<file path="src/rtl/remove_stuff.sv">
// JPEG receive-side byte de-stuffer: drops the 8'h00 after 8'hff, detects markers and packs data into 32-bit words.
// Optional stuffed-byte counter port stuff_count is enabled by defining REMOVE_STUFF_COUNT_EN.
module remove_stuff #(
    parameter bit MSB_FIRST = 1'b1,
    parameter bit DROP_FILL = 1'b1
) (
    input  logic        clk,
    input  logic        rst_n,
    input  logic        in_valid,
    input  logic [7:0]  in_data,
    output logic        in_ready,
    output logic        out_valid,
    output logic [31:0] out_data,
    output logic [3:0]  out_keep,
    input  logic        out_ready,
    output logic        marker_valid,
    output logic [7:0]  marker_code
`ifdef REMOVE_STUFF_COUNT_EN
    ,
    output logic [15:0] stuff_count
`endif
);

    typedef enum logic {
        NORMAL = 1'b0,
        SAW_FF = 1'b1
    } state_t;

    state_t          state;
    state_t          state_nxt;
    logic [1:0]      cnt;
    logic [2:0][7:0] acc;
    logic [3:0][7:0] all_bytes;

    logic            accept;
    logic            append;
    logic            stuffed;
    logic            marker;
    logic [7:0]      app_byte;
    logic            load_full;
    logic            flush;
    logic [2:0]      nbytes;
    logic [31:0]     word_nxt;
    logic [3:0]      keep_nxt;

    assign in_ready = !out_valid || out_ready;
    assign accept   = in_valid && in_ready;

    always_comb begin
        // NOTE: every signal driven here is given a default first, so no latch is inferred.
        state_nxt = state;
        append    = 1'b0;
        stuffed   = 1'b0;
        marker    = 1'b0;
        app_byte  = in_data;
        if (accept) begin
            case (state)
                NORMAL: begin
                    if (in_data == 8'hff) state_nxt = SAW_FF;
                    else                  append    = 1'b1;
                end
                SAW_FF: begin
                    if (in_data == 8'h00) begin
                        append    = 1'b1;
                        app_byte  = 8'hff;
                        stuffed   = 1'b1;
                        state_nxt = NORMAL;
                    end else if (in_data == 8'hff) begin
                        append   = !DROP_FILL;
                        app_byte = 8'hff;
                    end else begin
                        marker    = 1'b1;
                        state_nxt = NORMAL;
                    end
                end
                default: state_nxt = NORMAL;
            endcase
        end
    end

    assign load_full = append && (cnt == 2'd3);
    assign flush     = marker && (cnt != 2'd0);
    assign all_bytes = {app_byte, acc};

    // A full word takes all three held bytes plus the incoming one; a marker flush takes only the held ones.
    always_comb begin
        nbytes   = load_full ? 3'd4 : {1'b0, cnt};
        word_nxt = '0;
        keep_nxt = '0;
        for (int i = 0; i < 4; i++) begin
            if (3'(i) < nbytes) begin
                if (MSB_FIRST) begin
                    word_nxt[31-8*i -: 8] = all_bytes[i];
                    keep_nxt[3-i]         = 1'b1;
                end else begin
                    word_nxt[8*i +: 8] = all_bytes[i];
                    keep_nxt[i]        = 1'b1;
                end
            end
        end
    end

    // NOTE: sequential state uses non-blocking assignments so every register samples pre-edge values.
    always_ff @(posedge clk or negedge rst_n) begin
        if (!rst_n) begin
            state <= NORMAL;
            cnt   <= 2'd0;
        end else begin
            state <= state_nxt;
            if (load_full || flush) cnt <= 2'd0;
            else if (append)        cnt <= cnt + 2'd1;
        end
    end

    // NOTE: the accumulator is data only, qualified by cnt, so it is left out of reset.
    always_ff @(posedge clk) begin
        if (append && (cnt != 2'd3)) acc[cnt] <= app_byte;
    end

    always_ff @(posedge clk or negedge rst_n) begin
        if (!rst_n) begin
            out_valid    <= 1'b0;
            out_data     <= 32'h0;
            out_keep     <= 4'h0;
            marker_valid <= 1'b0;
            marker_code  <= 8'h00;
        end else begin
            if (load_full || flush) begin
                out_valid <= 1'b1;
                out_data  <= word_nxt;
                out_keep  <= keep_nxt;
            end else if (out_valid && out_ready) begin
                out_valid <= 1'b0;
                out_data  <= 32'h0;
                out_keep  <= 4'h0;
            end
            marker_valid <= marker;
            if (marker) marker_code <= in_data;
        end
    end

`ifdef REMOVE_STUFF_COUNT_EN
    // Counts removed stuffing bytes since the last marker.
    always_ff @(posedge clk or negedge rst_n) begin
        if (!rst_n)                                stuff_count <= 16'h0;
        else if (marker)                           stuff_count <= 16'h0;
        else if (stuffed && stuff_count != 16'hffff) stuff_count <= stuff_count + 16'h1;
    end
`endif

endmodule

</file>
<file path="config.mk">
export PLATFORM = sky130hd
export DESIGN_NAME = remove_stuff
export DESIGN_NICKNAME = d
export VERILOG_FILES = /design/src/rtl/remove_stuff.sv
export SDC_FILE = /design/constraint.sdc
export NUM_CORES = 1
export LEC_CHECK = 0
export CAP_MARGIN = 20
export CORE_MARGIN = 4
export CORE_UTILIZATION = 50
export CTS_CLUSTER_SIZE = 16
export DETAILED_ROUTE_END_ITERATION = 8
export PLACE_DENSITY_LB_ADDON = 0.08
export SLEW_MARGIN = 40
export SYNTH_ARGS = -nofsm -noshare
export SYNTH_HDL_FRONTEND = slang
export SYNTH_SLANG_ARGS = --single-unit
</file>
<file path="constraint.sdc">
create_clock -name clk -period 2.67 [get_ports clk]
set_input_delay 0.6675 -clock clk [delete_from_list [all_inputs] [get_ports clk]]
set_output_delay 0.6675 -clock clk [all_outputs]
set_load 0.005 [all_outputs]
</file>
Yosys cells after proc, flatten, opt, wreduce, memory -nomap -nowiden
Cells that the tools add are included.
{"block": "classes", "n_addsub": 1, "mul": 0, "n_div": 0, "n_lt_le_gt_ge": 6, "eq_ne": 3, "shift": 0, "mux": 34, "bitwise_logic": 1, "n_reduce_logical": 13}
{"operator": "32-bit two-way mux", "count": 2}
{"operator": "8-bit two-way mux", "count": 8}
{"operator": "24-bit bitwise mux", "count": 1}
{"operator": "8-bit demux with 2-bit select", "count": 1}
{"operator": "16-bit two-way mux", "count": 1}
{"operator": "1-bit two-way mux", "count": 13}
{"operator": "8-bit equality test (second input constant)", "count": 1}
{"operator": "8-bit zero test", "count": 1}
{"operator": "4-bit two-way mux", "count": 2}
{"operator": "1-bit logical AND", "count": 6}
{"operator": "1-bit by 3-bit < comparator with 1-bit output (first input constant)", "count": 2}
{"operator": "2-bit by 3-bit < comparator with 1-bit output (first input constant)", "count": 2}
{"operator": "2-bit two-way mux", "count": 3}
{"operator": "2-bit nonzero test", "count": 3}
{"operator": "1-bit case mux with 2 select lines", "count": 2}
{"operator": "2-bit by 3-bit < comparator with 1-bit output (second input constant)", "count": 1}
{"operator": "3-bit two-way mux", "count": 1}
{"operator": "2-bit by 1-bit adder with 2-bit output (second input constant)", "count": 1}
{"operator": "2-bit equality test (second input constant)", "count": 1}
{"operator": "2-bit by 1-bit greater-or-equal comparator with 1-bit output (second input constant)", "count": 1}
{"operator": "1-bit logical OR", "count": 2}
{"operator": "2-bit inequality test (second input constant)", "count": 1}
{"operator": "1-bit zero test", "count": 1}
{"operator": "1-bit NOT", "count": 1}
{"block": "totals", "ff_bits": 73, "latch_bits": 0, "mem_bits_rw": 0, "mem_bits_ro": 0, "inputBits": 12, "out_inout_bits": 47, "memories": 0}

Longest topological paths before layout
Gate-level depths: netlist of run 1.
{"block": "depth", "ltp_word": 10, "mapped_depth": 9}

Least setup slack after synthesis of run 1
Ideal clock, no wire load.
{"block": "synth_timing", "path_type": "input to register", "from": "input in_data[7]", "to": "register acc[0] (netlist bit) (enable)", "t_arrival_ns": 2.145, "required_ns": 2.338, "setup_slack_ns": 0.193, "stages": 5, "cell_sequence": "or4_4 > nor4_2 > buf_2 > o21a_1 > and2_1"}
{"block": "synth_between", "elab_chain_cells": 5}
{"item": "start, declared", "line_no": "10", "text": "input logic [7:0] in_data,"}
{"item": "8-bit equality test or 8-bit zero test (tied branches)", "line_no": "59, 63"}
{"item": "1-bit two-way mux (on tied branches)", "line_no": "59, 63"}
{"item": "1-bit case mux with 2 select lines *", "line_no": "57", "text": "case (state)"}
{"item": "1-bit two-way mux *", "line_no": "56", "text": "if (accept) begin"}
{"item": "1-bit logical AND *", "line_no": "117", "text": "if (append && (cnt != 2'd3)) acc[cnt] <= app_byte;"}
{"item": "end signal, assigned by index", "line_no": "117"}
{"item": "end, declared", "line_no": "32", "text": "logic [2:0][7:0] acc;"}
Mark *: on every way between the ends. The rest lies on a longest branch, timed or not.
A chain may end at the register's enable or synchronous reset.

Worst setup path in the final report of run 1
{"block": "layout_timing", "from": "input out_ready", "to": "output in_ready"}
{"block": "layout_between", "elab_chain_cells": 1}
{"item": "start, declared", "line_no": "15", "text": "input logic out_ready,"}
{"item": "1-bit logical OR", "line_no": "46", "text": "assign in_ready = !out_valid || out_ready;"}
{"item": "end, declared", "line_no": "11", "text": "output logic in_ready,"}
No other way between the ends.

==> flow_summary.html, run 1 <==
<table>
<tr><th>Metric</th><th>Value</th></tr>
<tr><th colspan="2">Placed design</th></tr>
<tr><td>Final estimated routing congestion in global placement</td><td>0.885</td></tr>
<tr><td>Placement-stage cell area</td><td>around 3600 um2</td></tr>
<tr><td>Cell count after placement</td><td>329</td></tr>
<tr><td>HPWL Detailed</td><td>4470 um</td></tr>
<tr><td>Port Buffer Count</td><td>58</td></tr>
<tr><th colspan="2">Global routing</th></tr>
<tr><td>Leftover overflow at the end of global routing</td><td>0</td></tr>
<tr><td>Wire length of the first global-routing pass</td><td>9800 um</td></tr>
<tr><td>Number of global-route vias before repair</td><td>1963</td></tr>
<tr><td>Initial antenna violation count</td><td>0</td></tr>
<tr><td>GRT Util Overall</td><td>20.2%</td></tr>
<tr><td>Maximum number of pins on one net before global-route repair</td><td>27</td></tr>
<tr><th colspan="2">STA</th></tr>
<tr><td>Max-slew violation count</td><td>0</td></tr>
<tr><td>Final min period</td><td>2.57 ns</td></tr>
<tr><td>Fin Setup TNS</td><td>0 ns</td></tr>
<tr><td>Worst hold margin</td><td>0.135 ns</td></tr>
<tr><td>Slew @ Worst Pin</td><td>0.666 ns</td></tr>
<tr><td>Unrepaired setup endpoints after global routing</td><td>false</td></tr>
<tr><td>Max-Slew Margin vs Limit</td><td>55.5%</td></tr>
<tr><td>Final setup viols</td><td>0</td></tr>
<tr><td>Final setup skew</td><td>0.00907 ns</td></tr>
<tr><td>Maximum clock frequency</td><td>389 MHz</td></tr>
<tr><td>Share of the clock period used by the worst path after layout</td><td>96.2%</td></tr>
<tr><td>Count of final hold-check violations</td><td>0</td></tr>
<tr><th colspan="2">Synthesis</th></tr>
<tr><td>Post-synthesis instance area</td><td>2780 um2</td></tr>
<tr><td>Mapped Cells</td><td>185</td></tr>
<tr><td>Ys Warns</td><td>0</td></tr>
<tr><td>Sequential area share after synthesis</td><td>70.0%</td></tr>
<tr><td>Syn_area_per_cell</td><td>15.0 um2</td></tr>
<tr><td>Post-synth cell types</td><td>32</td></tr>
<tr><td>Number of enable flip-flop cells after synthesis</td><td>24</td></tr>
<tr><td>Mapped Nets</td><td>201</td></tr>
<tr><td>Synthesized flop and latch total</td><td>73</td></tr>
<tr><td>Post-synth ARST share</td><td>around two thirds</td></tr>
<tr><td>Primary flip-flop cell chosen by synthesis mapping</td><td>sky130_fd_sc_hd__dfrtp_1</td></tr>
<tr><th colspan="2">Setup path</th></tr>
<tr><td>Slack of the worst reg-to-reg path</td><td>0.78 ns</td></tr>
<tr><td>Crit Path Category</td><td>in2out</td></tr>
<tr><td>Launching element type of the critical path</td><td>primary input</td></tr>
<tr><td>Data required time of the critical path</td><td>about 2.0 ns</td></tr>
<tr><td>Arrival time at the worst endpoint</td><td>1.90 ns</td></tr>
<tr><td>Crit. End Element</td><td>output pin</td></tr>
<tr><td>Delay contributed by the slowest stage of the critical path</td><td>0.55 ns</td></tr>
<tr><td>Critical-path maximum fanout</td><td>6</td></tr>
<tr><td>Highest-delay cell along the critical path</td><td>sky130_fd_sc_hd__clkdlybuf4s50_1</td></tr>
<tr><td>Delay-heaviest family, CP</td><td>buffers and inverters</td></tr>
<tr><td>Launch instance of the worst register-to-register path</td><td>out_valid$_DFFE_PN0P_</td></tr>
<tr><td>Worst r2r path cells</td><td>5</td></tr>
<tr><td>Most frequent cell on the critical path</td><td>sky130_fd_sc_hd__clkdlybuf4s50_1</td></tr>
<tr><td>Worst path cell trace</td><td>clkdlybuf4s50_1, nand2b_1, clkdlybuf4s50_1</td></tr>
<tr><td>Count of buffering cells on the critical path with inverters included</td><td>2</td></tr>
<tr><td>Worst setup path start</td><td>out_ready</td></tr>
<tr><td>Critical R2R Capture</td><td>marker_code[5]$_DFFE_PN0P_</td></tr>
<tr><th colspan="2">Worst hold path</th></tr>
<tr><td>Hold crit path type</td><td>in2async</td></tr>
<tr><th colspan="2">Power and ir drop</th></tr>
<tr><td>Cell area power density</td><td>939 nW/um2</td></tr>
<tr><td>Worst IR Drop VDD</td><td>approximately 0.00055 V</td></tr>
<tr><td>Total leakage power</td><td>1.64 nW</td></tr>
<tr><th colspan="2">Finish</th></tr>
<tr><td>Synthesis-to-finish area growth</td><td>36.4%</td></tr>
<tr><td>Layout Cells excl Fill</td><td>345</td></tr>
<tr><td>Most common cell after layout, fill and taps aside</td><td>sky130_fd_sc_hd__clkdlybuf4s50_1</td></tr>
<tr><td>Number of diodes</td><td>0</td></tr>
<tr><td>Final core utilization</td><td>72.5%</td></tr>
<tr><td>Commonest cells after routing, fill and taps aside</td><td>sky130_fd_sc_hd__clkdlybuf4s50_1 (57), sky130_fd_sc_hd__dfrtp_1 (49), sky130_fd_sc_hd__a22o_1 (25)</td></tr>
<tr><td>Proportion of layout cells with a drive suffix above 1</td><td>21.1%</td></tr>
<tr><td>Net count, final</td><td>286</td></tr>
<tr><td>Number of fill cells in the layout</td><td>373</td></tr>
<tr><td>Design Area, Final</td><td>about 3800 um2</td></tr>
<tr><th colspan="2">Routing</th></tr>
<tr><td>Detail Route Antenna Nets</td><td>0</td></tr>
<tr><td>Via count</td><td>1836</td></tr>
<tr><td>Avg Vias per Cell</td><td>around 5.3</td></tr>
<tr><td>Number of DRC markers after the initial detailed-route iteration</td><td>151</td></tr>
<tr><td>DRT Wirelength</td><td>5980 um</td></tr>
<tr><td>Number of iterations in the first detailed-routing pass</td><td>6</td></tr>
<tr><td>DRC errors left</td><td>0</td></tr>
<tr><td>DR WL/cell</td><td>17.3 um</td></tr>
<tr><th colspan="2">Floorplanning</th></tr>
<tr><td>Floorplan core area</td><td>5240 um2</td></tr>
<tr><td>Vert. Die Dim</td><td>82.6 um</td></tr>
<tr><td>Total Die Area</td><td>about 6800 um2</td></tr>
<tr><td>Effective utilization at floorplan</td><td>53.1%</td></tr>
<tr><td>Die span in x</td><td>82.6 um</td></tr>
<tr><td>Count of boundary I/O pins</td><td>59</td></tr>
<tr><td>Placement row count</td><td>26</td></tr>
<tr><th colspan="2">Clocking</th></tr>
<tr><td>Root Driver</td><td>sky130_fd_sc_hd__clkbuf_8</td></tr>
<tr><td>Clock transition at the registers of the reported paths</td><td>0.08 ns</td></tr>
<tr><td>Post-cts sizing count</td><td>0</td></tr>
<tr><td>TritonCTS clock tree</td><td>built</td></tr>
<tr><td>Total CTS buffers</td><td>9</td></tr>
<tr><td>Count of buffers added by post-CTS timing repair for setup</td><td>0</td></tr>
<tr><td>Max Root-Sink Buffers</td><td>2</td></tr>
<tr><td>CTS Hold Bufs</td><td>0</td></tr>
<tr><td>Worst-skew pair later-pin latency</td><td>about 0.34 ns</td></tr>
<tr><td>Number of sinks driven by the clock tree</td><td>73</td></tr>
<tr><td>H-Tree Level Count</td><td>3</td></tr>
<tr><th colspan="2">Status</th></tr>
<tr><td>Result of the run</td><td>completed</td></tr>
<tr><th colspan="2">Flow run</th></tr>
<tr><td>Max-capacitance violation count</td><td>0</td></tr>
</table>
worst max-delay path by stage:
| stage | end | slack (ns) | cells after the start |
|---|---|---|---|
| finish | in_ready | 0.10 | 3 |
| global route | in_ready | 0.05 | 3 |
| CTS | in_ready | 0.1 | 3 |
| global placement | acc[10]$_DFFE_PP_ | -0.08 | 6 |
| detailed placement | acc[6]$_DFFE_PP_ | -0.13 | 6 |
| floorplan | acc[0]$_DFFE_PP_ | 0.19 | 5 |
report_power, final:
part	switching, mW	total (mW)	internal [mW]
sequential	0.154	1.61	1.46
clock	0.397	0.880	0.483
combinational	0.407	1.07	0.666
total	0.958	3.57	2.61
layout make-up:
cell class	instances	area, um2	area share (%)
clock buffer	12	155	4.09
clock inverter	4	51.3	1.35
inverter	13	48.8	1.29
multi-input combinational	91	726	19.1
sequential	73	1950	51.3
tap	70	87.6	2.31
timing repair buffer	82	781	20.6
layer usage:
layer / vias up / track usage, % / share of wire (%)
li1: 858 / - / -
met1: 898 / 22.7 / 40
met2: 63 / 35.7 / 51
met3: 17 / 5.42 / 5.5
met4: 0 / 9.31 / 2.8
met5: - / 0 / 0
synthesized netlist by cell type, types with 3 or more instances:
| master | count | area share (%) |
|---|---|---|
| sky130_fd_sc_hd__dfrtp_1 | 49 | 44 |
| sky130_fd_sc_hd__inv_1 | 13 | 1.8 |
| sky130_fd_sc_hd__buf_2 | 3 | 0.54 |
| sky130_fd_sc_hd__nand2_1 | 3 | 0.40 |
| sky130_fd_sc_hd__buf_6 | 4 | 1.6 |
| sky130_fd_sc_hd__ha_1 | 4 | 1.8 |
| sky130_fd_sc_hd__o2bb2ai_1 | 8 | 2.5 |
| sky130_fd_sc_hd__nor2_1 | 11 | 1.5 |
| sky130_fd_sc_hd__and2_1 | 3 | 0.67 |
| sky130_fd_sc_hd__edfxtp_1 | 24 | 26 |
| sky130_fd_sc_hd__mux2_2 | 9 | 3.6 |
| sky130_fd_sc_hd__a22o_1 | 25 | 7.9 |
sequential cells by signal, indices dropped and copies added, names as in the netlist:
name / flops
acc: 24
cnt: 2
marker_code: 8
marker_valid: 1
out_data: 32
out_keep: 4
out_valid: 1
state: 1
through the flow:
step	setup WS, ns	power, mW
after floorplan	0.193	2.07
after global placement	-0.0788	2.67
after detailed placement	-0.132	2.72
after CTS	0.0983	3.60
after global routing	0.0486	3.77
final	0.100	3.57
cell families after synthesis:
| logic type | share of synthesized area, % |
|---|---|
| compound gates | 14.5 |
| fa+ha+maj | 1.80 |
| buf+inv | 4.05 |
| flops | 70.0 |
| mux | 3.64 |
| simple gates | 6.03 |
worst register-to-register path: stages, from the launching register on:
cell                       delay, ns
sky130_fd_sc_hd__dfrtp_1        0.41
sky130_fd_sc_hd__nand2b_1       0.19
sky130_fd_sc_hd__o211ai_1       0.21
sky130_fd_sc_hd__buf_4          0.20
sky130_fd_sc_hd__nor2_2         0.38
sky130_fd_sc_hd__mux2_2         0.39
(Power assumes the default switching activity.)
==> inputs of run 2 (changes only) <==
--- a/config.mk
+++ b/config.mk
@@ -5,9 +5,9 @@
 export SDC_FILE = /design/constraint.sdc
 export NUM_CORES = 1
 export LEC_CHECK = 0
-export CAP_MARGIN = 20
+export CORE_ASPECT_RATIO = 0.6
 export CORE_MARGIN = 4
-export CORE_UTILIZATION = 50
+export CORE_UTILIZATION = 38
 export CTS_CLUSTER_SIZE = 16
 export DETAILED_ROUTE_END_ITERATION = 8
 export PLACE_DENSITY_LB_ADDON = 0.08
==> run 2 against run 1 <==
Compared with the run above: clock skew decreased by 0.0024 ns; utilization shrank 16 points; die area is 29% higher; non-clock buffer count rose by 1; sequential share of layout area down 1.5 points; first-iteration DRC count down 20%; combinational power about the same; register-to-register slack got worse by 0.03 ns; fmax shrank 0.41%.
==> flow_summary.html, run 2 (synthesis gave the netlist of run 1 again) <==
<table>
<tr><th>Metric</th><th>Value</th></tr>
<tr><th colspan="2">Clocking</th></tr>
<tr><td>Number of sinks driven by the clock tree</td><td>73</td></tr>
<tr><td>H-Tree Level Count</td><td>3</td></tr>
<tr><td>Clock transition at the registers of the reported paths</td><td>0.06 ns</td></tr>
<tr><td>CTS Hold Bufs</td><td>0</td></tr>
<tr><td>Worst-skew pair later-pin latency</td><td>0.33 ns</td></tr>
<tr><td>TritonCTS clock tree</td><td>built</td></tr>
<tr><td>Total CTS buffers</td><td>9</td></tr>
<tr><td>Root Driver</td><td>sky130_fd_sc_hd__clkbuf_16</td></tr>
<tr><td>Max Root-Sink Buffers</td><td>2</td></tr>
<tr><th colspan="2">Status</th></tr>
<tr><td>Result of the run</td><td>completed</td></tr>
<tr><th colspan="2">Global routing</th></tr>
<tr><td>GRT Util Overall</td><td>15.0%</td></tr>
<tr><td>Maximum number of pins on one net before global-route repair</td><td>26</td></tr>
<tr><td>Initial antenna violation count</td><td>0</td></tr>
<tr><td>Leftover overflow at the end of global routing</td><td>0</td></tr>
<tr><td>Number of global-route vias before repair</td><td>1790</td></tr>
<tr><td>Wire length of the first global-routing pass</td><td>9890 um</td></tr>
<tr><th colspan="2">Floorplanning</th></tr>
<tr><td>Vert. Die Dim</td><td>74.3 um</td></tr>
<tr><td>Total Die Area</td><td>~9000 um2</td></tr>
<tr><td>Count of boundary I/O pins</td><td>between 50 and 60</td></tr>
<tr><td>Floorplan core area</td><td>6880 um2</td></tr>
<tr><td>Die span in x</td><td>~120 um</td></tr>
<tr><td>Effective utilization at floorplan</td><td>40.5%</td></tr>
<tr><td>Placement row count</td><td>23</td></tr>
<tr><th colspan="2">Finish</th></tr>
<tr><td>Largest Register</td><td>out_data</td></tr>
<tr><td>Synthesis-to-finish area growth</td><td>40.6%</td></tr>
<tr><td>Number of diodes</td><td>0</td></tr>
<tr><td>Proportion of layout cells with a drive suffix above 1</td><td>22.1%</td></tr>
<tr><td>Most common cell after layout, fill and taps aside</td><td>sky130_fd_sc_hd__clkdlybuf4s50_1</td></tr>
<tr><td>Net count, final</td><td>287</td></tr>
<tr><td>Commonest cells after routing, fill and taps aside</td><td>sky130_fd_sc_hd__clkdlybuf4s50_1 (57), sky130_fd_sc_hd__dfrtp_1 (49), sky130_fd_sc_hd__a22o_1 (25)</td></tr>
<tr><td>Registers with the most flip-flops</td><td>out_data (32), acc (24), marker_code (8)</td></tr>
<tr><td>Flip-flop count of the largest register, all copies and words added</td><td>32</td></tr>
<tr><th colspan="2">STA</th></tr>
<tr><td>Final min period</td><td>2.58 ns</td></tr>
<tr><td>Max-slew violation count</td><td>0</td></tr>
<tr><td>Share of the clock period used by the worst path after layout</td><td>roughly 97%</td></tr>
<tr><td>Worst hold margin</td><td>approximately 0.34 ns</td></tr>
<tr><td>Maximum clock frequency</td><td>388 MHz</td></tr>
<tr><td>Final setup viols</td><td>0</td></tr>
<tr><td>Slew @ Worst Pin</td><td>between 0.5 and 0.6 ns</td></tr>
<tr><td>Unrepaired setup endpoints after global routing</td><td>false</td></tr>
<tr><td>Max-Slew Margin vs Limit</td><td>60.0%</td></tr>
<tr><td>Final setup skew</td><td>0.00666 ns</td></tr>
<tr><td>Min setup slack post-route</td><td>0.0900 ns</td></tr>
<tr><td>Count of final hold-check violations</td><td>0</td></tr>
<tr><th colspan="2">Power and ir drop</th></tr>
<tr><td>Cell internal power dissipation</td><td>about 2.8 mW</td></tr>
<tr><td>Net Switching</td><td>roughly 1.0 mW</td></tr>
<tr><td>Power share of the sequential group</td><td>41.9%</td></tr>
<tr><td>Total Power Consumption</td><td>3.85 mW</td></tr>
<tr><td>Combinational power share</td><td>27.0%</td></tr>
<tr><td>Cell area power density</td><td>983 nW/um2</td></tr>
<tr><td>Net switching share of the total power</td><td>26.3%</td></tr>
<tr><td>Total leakage power</td><td>1.67 nW</td></tr>
<tr><td>Relative contribution of the clock network to total power</td><td>31.1%</td></tr>
<tr><td>Worst IR Drop VDD</td><td>0.000471 V</td></tr>
<tr><th colspan="2">Setup path</th></tr>
<tr><td>Data required time of the critical path</td><td>2.00 ns</td></tr>
<tr><td>Delay contributed by the slowest stage of the critical path</td><td>0.49 ns</td></tr>
<tr><td>Slack of the worst reg-to-reg path</td><td>between 0.7 and 0.8 ns</td></tr>
<tr><td>Crit Path Category</td><td>in2out</td></tr>
<tr><td>Highest-delay cell along the critical path</td><td>sky130_fd_sc_hd__clkdlybuf4s50_1</td></tr>
<tr><td>Critical-path maximum fanout</td><td>6</td></tr>
<tr><td>Worst path cell trace</td><td>clkdlybuf4s50_1, nand2b_2, buf_4, clkdlybuf4s50_1</td></tr>
<tr><td>Most frequent cell on the critical path</td><td>sky130_fd_sc_hd__clkdlybuf4s50_1</td></tr>
<tr><td>Crit. End Element</td><td>output pin</td></tr>
<tr><td>Launching element type of the critical path</td><td>primary input</td></tr>
<tr><td>Arrival time at the worst endpoint</td><td>1.91 ns</td></tr>
<tr><th colspan="2">Routing</th></tr>
<tr><td>DRT Wirelength</td><td>6090 um</td></tr>
<tr><td>Number of DRC markers after the initial detailed-route iteration</td><td>121</td></tr>
<tr><td>Via count</td><td>1798</td></tr>
<tr><td>Number of iterations in the first detailed-routing pass</td><td>4</td></tr>
<tr><td>DRC errors left</td><td>0</td></tr>
<tr><td>Avg Vias per Cell</td><td>4.95</td></tr>
<tr><td>DR WL/cell</td><td>roughly 17 um</td></tr>
<tr><td>Detail Route Antenna Nets</td><td>0</td></tr>
<tr><th colspan="2">Placed design</th></tr>
<tr><td>Port Buffer Count</td><td>58</td></tr>
<tr><td>HPWL Detailed</td><td>4540 um</td></tr>
<tr><td>Pre-CTS setup slack</td><td>-0.203 ns</td></tr>
<tr><td>Final estimated routing congestion in global placement</td><td>about 0.77</td></tr>
<tr><th colspan="2">Worst hold path</th></tr>
<tr><td>Hold crit path type</td><td>in2async</td></tr>
<tr><th colspan="2">Flow run</th></tr>
<tr><td>Max-capacitance violation count</td><td>0</td></tr>
</table>
[run 2: changes by cell type in the layout (fill, tap and decap cells not counted), moves of 2 or more]
| cell | previous run | this run |
|---|---|---|
| sky130_fd_sc_hd__clkinvlp_4 | 1 | 4 |
| sky130_fd_sc_hd__clkbuf_8 | 11 | 0 |
| sky130_fd_sc_hd__inv_6 | 0 | 2 |
| sky130_fd_sc_hd__clkbuf_16 | 0 | 9 |
| sky130_fd_sc_hd__buf_4 | 22 | 24 |
[run 2: layout make-up]
type	instances	area, um2
clock inverters	7	77.6
clock buffers	9	225
well taps	87	109
inverters	13	48.8
fillers	591	2970
repair buffers	83	776
multi-input cells	91	728
flip-flops and latches	73	1950
[run 2: per-stage QoR]
step	TNS, ns	cell area [um2]	utilization [%]	std cells
floorplan	0	2780	-	185
global placement	-6.91	3610	52.4	347
detailed placement	-9.16	3610	52.4	347
CTS	0	3910	56.9	363
global route	0	3910	56.9	363
finish	0	3910	56.9	363
[run 2: critical path, delay by kind of cell]
kind                   cells  cell delay [ns]
buffers and inverters      3             1.08
and+or+nand+nor            1             0.17
[run 2: power by group through the flow]
stage / registers (mW) / clock network [mW] / logic (mW)
2_1_floorplan: 1.63 / 0 / 0.446
3_3_place_gp: 1.64 / 0 / 1.04
3_5_place_dp: 1.63 / 0 / 1.05
4_1_cts: 1.62 / 1.22 / 1.06
5_1_grt: 1.65 / 1.26 / 1.13
6_report: 1.61 / 1.19 / 1.04
[run 2: repair_timing]
| item | CTS | global route |
|---|---|---|
| setup endpoints to repair | 1 | 0 |
| gates resized for setup | 1 | 0 |
| buffers inserted | 0 | 0 |
[run 2: path summary, 6_finish.rpt]
path | from | to | cells after the start
max | out_ready | in_ready | 4
min | rst_n | marker_code[5]$_DFFE_PN0P_ | 1
max reg2reg | cnt[0]$_DFFE_PN0P_ | out_data[19]$_DFFE_PN0P_ | 6
min reg2reg | acc[3]$_DFFE_PP_ | out_data[27]$_DFFE_PN0P_ | 1
max in group asynchronous | rst_n | out_data[24]$_DFFE_PN0P_ | 2
min in group clk | acc[3]$_DFFE_PP_ | out_data[27]$_DFFE_PN0P_ | 1
[run 2: routing by layer]
layer / vias to the layer above / share of wire (%) / wire [um] / GRT usage [%]
met1: 885 / 53 / 3240 / 22.6
li1: 861 / - / - / -
met3: 6 / 5.0 / 304 / 3.95
met4: 0 / 1.4 / 86 / 6.16
met5: - / 0 / 0 / 0
met2: 46 / 40 / 2460 / 20.4
==> inputs of run 3 (changes only) <==
--- a/config.mk
+++ b/config.mk
@@ -10,6 +10,7 @@
 export CORE_UTILIZATION = 38
 export CTS_CLUSTER_SIZE = 16
 export DETAILED_ROUTE_END_ITERATION = 8
+export GPL_TIMING_DRIVEN = 0
 export PLACE_DENSITY_LB_ADDON = 0.08
 export SLEW_MARGIN = 40
 export SYNTH_ARGS = -nofsm -noshare
==> run 3 against run 2 <==
Compared with the run above: via count is 0.33% lower; clock power is 8% higher; critical path type is now in2reg; final area is 0.29% lower; global-route usage is 0.45 points higher; worst setup slack worse by 0.0035 ns; register-to-register slack worse by 0.06 ns; critical path depth rose by 2; combinational power is 4% higher; utilization down 0.16 points.
==> flow_summary.html, run 3 (synthesis gave the netlist of run 1 again) <==
<table>
<tr><th>Metric</th><th>Value</th></tr>
<tr><th colspan="2">Worst hold path</th></tr>
<tr><td>Hold crit path type</td><td>in2async</td></tr>
<tr><th colspan="2">Routing</th></tr>
<tr><td>Detail Route Antenna Nets</td><td>0</td></tr>
<tr><td>Top sig layer</td><td>met4</td></tr>
<tr><td>Avg Vias per Cell</td><td>5.08</td></tr>
<tr><td>DRC errors left</td><td>0</td></tr>
<tr><td>Via count</td><td>1792</td></tr>
<tr><td>WL met1</td><td>between 3000 and 4000 um</td></tr>
<tr><td>Routed length on met3</td><td>288 um</td></tr>
<tr><td>Detail Route met2 WL</td><td>2680 um</td></tr>
<tr><td>DRT Wirelength</td><td>6410 um</td></tr>
<tr><td>Number of DRC markers after the initial detailed-route iteration</td><td>106</td></tr>
<tr><td>DR WL/cell</td><td>around 18 um</td></tr>
<tr><td>Number of iterations in the first detailed-routing pass</td><td>4</td></tr>
<tr><th colspan="2">Power and ir drop</th></tr>
<tr><td>Combinational power share</td><td>27.0%</td></tr>
<tr><td>Cell internal power dissipation</td><td>2.95 mW</td></tr>
<tr><td>Power share of the sequential group</td><td>40.6%</td></tr>
<tr><td>Worst IR Drop VDD</td><td>0.000449 V</td></tr>
<tr><td>Relative contribution of the clock network to total power</td><td>32.4%</td></tr>
<tr><td>Net Switching</td><td>1.04 mW</td></tr>
<tr><td>Net switching share of the total power</td><td>26.2%</td></tr>
<tr><td>Cell area power density</td><td>1020 nW/um2</td></tr>
<tr><td>Total Power Consumption</td><td>3.99 mW</td></tr>
<tr><td>Total leakage power</td><td>1.66 nW</td></tr>
<tr><th colspan="2">STA</th></tr>
<tr><td>Slew @ Worst Pin</td><td>0.622 ns</td></tr>
<tr><td>Fin Setup TNS</td><td>0 ns</td></tr>
<tr><td>Max-Slew Margin vs Limit</td><td>around 60%</td></tr>
<tr><td>Max-slew violation count</td><td>0</td></tr>
<tr><td>Maximum clock frequency</td><td>between 300 and 400 MHz</td></tr>
<tr><td>Min setup slack post-route</td><td>about 0.086 ns</td></tr>
<tr><td>Count of final hold-check violations</td><td>0</td></tr>
<tr><td>Share of the clock period used by the worst path after layout</td><td>between 90% and 100%</td></tr>
<tr><td>Final setup viols</td><td>0</td></tr>
<tr><td>Final setup skew</td><td>roughly 0.007 ns</td></tr>
<tr><td>Final min period</td><td>2.58 ns</td></tr>
<tr><td>Unrepaired setup endpoints after global routing</td><td>false</td></tr>
<tr><th colspan="2">Floorplanning</th></tr>
<tr><td>Die span in x</td><td>between 100 and 150 um</td></tr>
<tr><td>Placement row count</td><td>23</td></tr>
<tr><td>Total Die Area</td><td>8800 um2</td></tr>
<tr><td>Effective utilization at floorplan</td><td>40.5%</td></tr>
<tr><td>Vert. Die Dim</td><td>74.3 um</td></tr>
<tr><td>Floorplan core area</td><td>between 6000 and 7000 um2</td></tr>
<tr><td>Count of boundary I/O pins</td><td>a little under 60</td></tr>
<tr><th colspan="2">Setup path</th></tr>
<tr><td>Launch instance of the worst register-to-register path</td><td>out_valid$_DFFE_PN0P_</td></tr>
<tr><td>Crit. End Element</td><td>register</td></tr>
<tr><td>Worst setup path start</td><td>in_data[7]</td></tr>
<tr><td>Critical path endpoint</td><td>acc[19]$_DFFE_PP_</td></tr>
<tr><td>Launching element type of the critical path</td><td>primary input</td></tr>
<tr><td>Arrival time at the worst endpoint</td><td>between 2 and 3 ns</td></tr>
<tr><td>Data required time of the critical path</td><td>2.70 ns</td></tr>
<tr><td>Delay contributed by the slowest stage of the critical path</td><td>0.61 ns</td></tr>
<tr><td>Worst path cell trace</td><td>clkdlybuf4s50_1, or4_4, nor4_4, buf_4, o21a_1, and2_4</td></tr>
<tr><td>Worst r2r path cells</td><td>7</td></tr>
<tr><td>Critical R2R Capture</td><td>marker_code[0]$_DFFE_PN0P_</td></tr>
<tr><td>Crit Path Category</td><td>in2reg</td></tr>
<tr><td>Critical-path maximum fanout</td><td>8</td></tr>
<tr><td>Slack of the worst reg-to-reg path</td><td>0.69 ns</td></tr>
<tr><td>Highest-delay cell along the critical path</td><td>sky130_fd_sc_hd__or4_4</td></tr>
<tr><th colspan="2">Clocking</th></tr>
<tr><td>H-Tree Level Count</td><td>3</td></tr>
<tr><td>Total CTS buffers</td><td>9</td></tr>
<tr><td>TritonCTS clock tree</td><td>built</td></tr>
<tr><td>CTS Hold Bufs</td><td>0</td></tr>
<tr><td>Worst-skew pair later-pin latency</td><td>0.33 ns</td></tr>
<tr><td>Number of sinks driven by the clock tree</td><td>73</td></tr>
<tr><td>Clock transition at the registers of the reported paths</td><td>0.06 ns</td></tr>
<tr><td>Max Root-Sink Buffers</td><td>2</td></tr>
<tr><td>Root Driver</td><td>sky130_fd_sc_hd__clkbuf_16</td></tr>
<tr><th colspan="2">Placed design</th></tr>
<tr><td>Pre-CTS setup slack</td><td>-0.617 ns</td></tr>
<tr><td>Final estimated routing congestion in global placement</td><td>0.759</td></tr>
<tr><td>Port Buffer Count</td><td>58</td></tr>
<tr><td>Placement-stage cell area</td><td>3500 um2</td></tr>
<tr><td>HPWL Detailed</td><td>roughly 4600 um</td></tr>
<tr><th colspan="2">Finish</th></tr>
<tr><td>Number of diodes</td><td>0</td></tr>
<tr><td>Area of all sequential standard cells</td><td>about 2000 um2</td></tr>
<tr><td>Number of fill cells in the layout</td><td>561</td></tr>
<tr><td>Most common cell after layout, fill and taps aside</td><td>sky130_fd_sc_hd__clkdlybuf4s50_1</td></tr>
<tr><td>Flip-flop count of the largest register, all copies and words added</td><td>32</td></tr>
<tr><td>Proportion of layout cells with a drive suffix above 1</td><td>20.3%</td></tr>
<tr><td>Commonest cells after routing, fill and taps aside</td><td>sky130_fd_sc_hd__clkdlybuf4s50_1 (57), sky130_fd_sc_hd__dfrtp_1 (49), sky130_fd_sc_hd__a22o_1 (25)</td></tr>
<tr><td>Net count, final</td><td>277</td></tr>
<tr><td>Final core utilization</td><td>56.7%</td></tr>
<tr><td>Registers with the most flip-flops</td><td>out_data (32), acc (24), marker_code (8)</td></tr>
<tr><td>Total area of multi-input combinational cells</td><td>758 um2</td></tr>
<tr><td>Synthesis-to-finish area growth</td><td>40.2%</td></tr>
<tr><td>Design Area, Final</td><td>around 4000 um2</td></tr>
<tr><td>Largest Register</td><td>out_data</td></tr>
<tr><th colspan="2">Global routing</th></tr>
<tr><td>Number of global-route vias before repair</td><td>1832</td></tr>
<tr><td>Wire length of the first global-routing pass</td><td>10200 um</td></tr>
<tr><td>Initial antenna violation count</td><td>0</td></tr>
<tr><td>Leftover overflow at the end of global routing</td><td>0</td></tr>
<tr><td>Maximum number of pins on one net before global-route repair</td><td>40</td></tr>
<tr><td>GRT Util Overall</td><td>15.4%</td></tr>
<tr><th colspan="2">Status</th></tr>
<tr><td>Result of the run</td><td>completed</td></tr>
<tr><th colspan="2">Flow run</th></tr>
<tr><td>Max-capacitance violation count</td><td>0</td></tr>
</table>
[run 3: through the flow]
stage               std cells  hold WS (ns)
floorplan                 185         0.372
global placement          330         0.446
detailed placement        331         0.447
CTS                       348         0.168
global route              353         0.171
finish                    353         0.166
[run 3: repair_timing]
item | 4_1_cts | 5_1_grt
hold endpoints to repair | 0 | 0
cloned | 0 | 0
buffers inserted | 1 | 5
gates resized for setup | 7 | 4
setup endpoints to repair | 24 | 59
pin swaps | 1 | 2
[run 3: cell type report]
class | instances | area share [%]
flip-flops and latches | 73 | 49.9
clock inverters | 7 | 2.60
clock buffers | 9 | 5.77
repair buffers | 65 | 16.5
multi-input cells | 91 | 19.4
plain buffers | 8 | 1.73
inverters | 13 | 1.25
well taps | 87 | 2.79
[run 3: power groups by stage]
stage	sequential [mW]	clock (mW)	combinational, mW
3_3_place_gp	1.63	0	1.04
3_5_place_dp	1.64	0	1.06
4_1_cts	1.62	1.32	1.08
6_report	1.62	1.29	1.08
5_1_grt	1.65	1.37	1.16
2_1_floorplan	1.63	0	0.446
[run 3: how the worst min path moves through the flow]
| stage | endpoint | slack [ns] |
|---|---|---|
| 2_1_floorplan | cnt[0]$_DFFE_PN0P_ | 0.37 |
| 3_3_place_gp | out_data[30]$_DFFE_PN0P_ | 0.45 |
| 3_5_place_dp | out_data[30]$_DFFE_PN0P_ | 0.45 |
| 4_1_cts | marker_code[1]$_DFFE_PN0P_ | 0.17 |
| 5_1_grt | marker_code[1]$_DFFE_PN0P_ | 0.17 |
| 6_report | marker_code[1]$_DFFE_PN0P_ | 0.17 |
[run 3: critical path, delay by kind of cell]
family | cells | cell delay (ns)
compound gates | 1 | 0.21
simple gates | 3 | 1.11
buf+inv | 2 | 0.62
[run 3: metal layers]
metal  GRT usage, %  up-vias
met5              0        -
met4           4.24        0
met3           5.24        4
met2           21.1       46
met1           23.3      901
li1               -      841
==> edit, RTL diff (flow settings as in run 3) <==
Set the parameter `DROP_FILL` to 1'b0 (it was 1'b1).
--- a/src/rtl/remove_stuff.sv
+++ b/src/rtl/remove_stuff.sv
@@ -2,7 +2,7 @@
 // Optional stuffed-byte counter port stuff_count is enabled by defining REMOVE_STUFF_COUNT_EN.
 module remove_stuff #(
     parameter bit MSB_FIRST = 1'b1,
-    parameter bit DROP_FILL = 1'b1
+    parameter bit DROP_FILL = 1'b0
 ) (
     input  logic        clk,
     input  logic        rst_n,
Check against the original RTL: not equivalent (a bounded check fails within 4 cycles, from zero or initial values and one cycle with rst_n low).
==> edit against run 3 <==
  * Routed wire length up 1.6%
  * Worst setup slack lost 0.026 ns
  * Largest power group unchanged
  * Critical path depth unchanged
  * Cell area is 2.1% higher
  * Area after synthesis increased by 1.3%
  * Count of clock-buffer cells in the layout grew 1
  * Combinational power increased by 15%
  * Critical path type unchanged
  * Critical endpoint is now acc[12]
  * Final cell count rose by 7.4%
  * Register-to-register slack worse by 0.29 ns
  * Total power up 2.7%
  * Hold slack better by 0.069 ns
  * Sequential cell count did not move
  * Clock skew up 0.00095 ns
==> edit: results (changes against run 3) <==
{| class="wikitable"
! Metric !! Value
|-
| Outcome || finished, final reports clean
|-
| Filler cells || 607 (+8.2%)
|-
| Sequential share of the synthesized area || 69.03% (-0.93 points)
|-
| Net load switching power || 1.103 mW (+5.7%)
|-
| Cell at the slowest stage of the critical path || clkdlybuf4s50_1
|-
| Global Route Usage Sum || 15.66% (+0.25 points)
|-
| Worst Hold Slack || 0.2347 ns (+0.06907 ns)
|-
| DP Cell Count || 359 (+8.5%)
|-
| Largest clock skew in the final design || 0.008126 ns (+0.0009526 ns)
|-
| Sequential share of power || 40.7% (about the same)
|-
| Place WS || -0.5520 ns (+0.06489 ns)
|-
| TritonRoute pass-1 iters || 5 (+1)
|-
| Number of global-route vias before repair || 1,833 (+0.055%)
|-
| First-pass GRT wire length || 10.38 mm (+1.8%)
|-
| Compound-gate portion of the synthesized area || 14.60% (+0.073 points)
|-
| Post-DP HPWL || 4.533 mm (-0.74%)
|-
| Post-detailed-routing wire length || 6.509 mm (+1.6%)
|-
| Leading cell types by total area after synthesis || dfrtp_1 43%, edfxtp_1 26%, a22o_1 7.5%, mux2_2 3.2%, o21ai_0 3.0%
|-
| Layout cell share with drive strength beyond 1 || 20.00% (-0.30 points)
|-
| Post-synthesis cell count || 196 (+5.9%)
|-
| Leak pwr || 1.666 nW (+0.52%)
|-
| Mux share of post-synthesis cell area || 3.194% (-0.45 points)
|-
| Endpoint of the worst register-to-register path || out_data[28]
|-
| DP Area || 3568 sq um (+1.9%)
|-
| Adder and majority gate portion of the synthesized area || 1.775% (-0.024 points)
|-
| Most frequent cells after synthesis || 49 x dfrtp_1, 24 x a22o_1, 24 x edfxtp_1
|-
| Final setup margin || 0.06018 ns (-0.02630 ns)
|-
| Data arrival time of the critical path || 2.65 ns (+0.03 ns)
|-
| Post-route design area || 3980 sq um (+2.1%)
|-
| Final weighted congestion in routability-driven placement || 0.7836 (+3.2%)
|-
| Worst-case vdd ir drop || 0.0003277 V (-27%)
|-
| End point of the critical path || acc[12]
|-
| Worst-margin pin slew || 0.7551 ns (+0.1330 ns)
|-
| Count of nets after finishing || 286 (+3.2%)
|}
## edit: cell count changes after synthesis, sizes merged, moves of 3 or more
cell	change
buf	-3
or2	+7
nand3	+6
nand2	+12
nor3b	+3
inv	-10
nor2	-10
o2bb2ai	-8
o21ai	+13
clkbuf	+3
## edit: timing repair
action,in CTS,in global routing
gates resized for setup,3,7
buffers inserted,3,1
pin swaps,3,3
endpoints found under the setup margin,24,65
## edit: cell type report
type | count | area share, %
plain buffers | 8 | 1.383
well taps | 104 | 3.269
repair buffers | 63 | 16.91
inverters | 3 | 0.2829
flip-flops and latches | 73 | 48.92
clock inverters | 6 | 1.698
multi-input cells | 112 | 21.79
clock buffers | 10 | 5.753
## edit: routing by layer
metal	GRT usage, %	routed length (um)
met1	23.65	3416
met3	5.105	476
met4	5.006	83
met2	21.20	2532
met5	0	0
## edit: worst max-delay path, delay by kind of cell
kind / cells / cell delay [ns]
AND/OR/NAND/NOR: 2 / 0.46
buffers and inverters: 2 / 0.76
AO/OA/AOI/OAI: 2 / 0.75
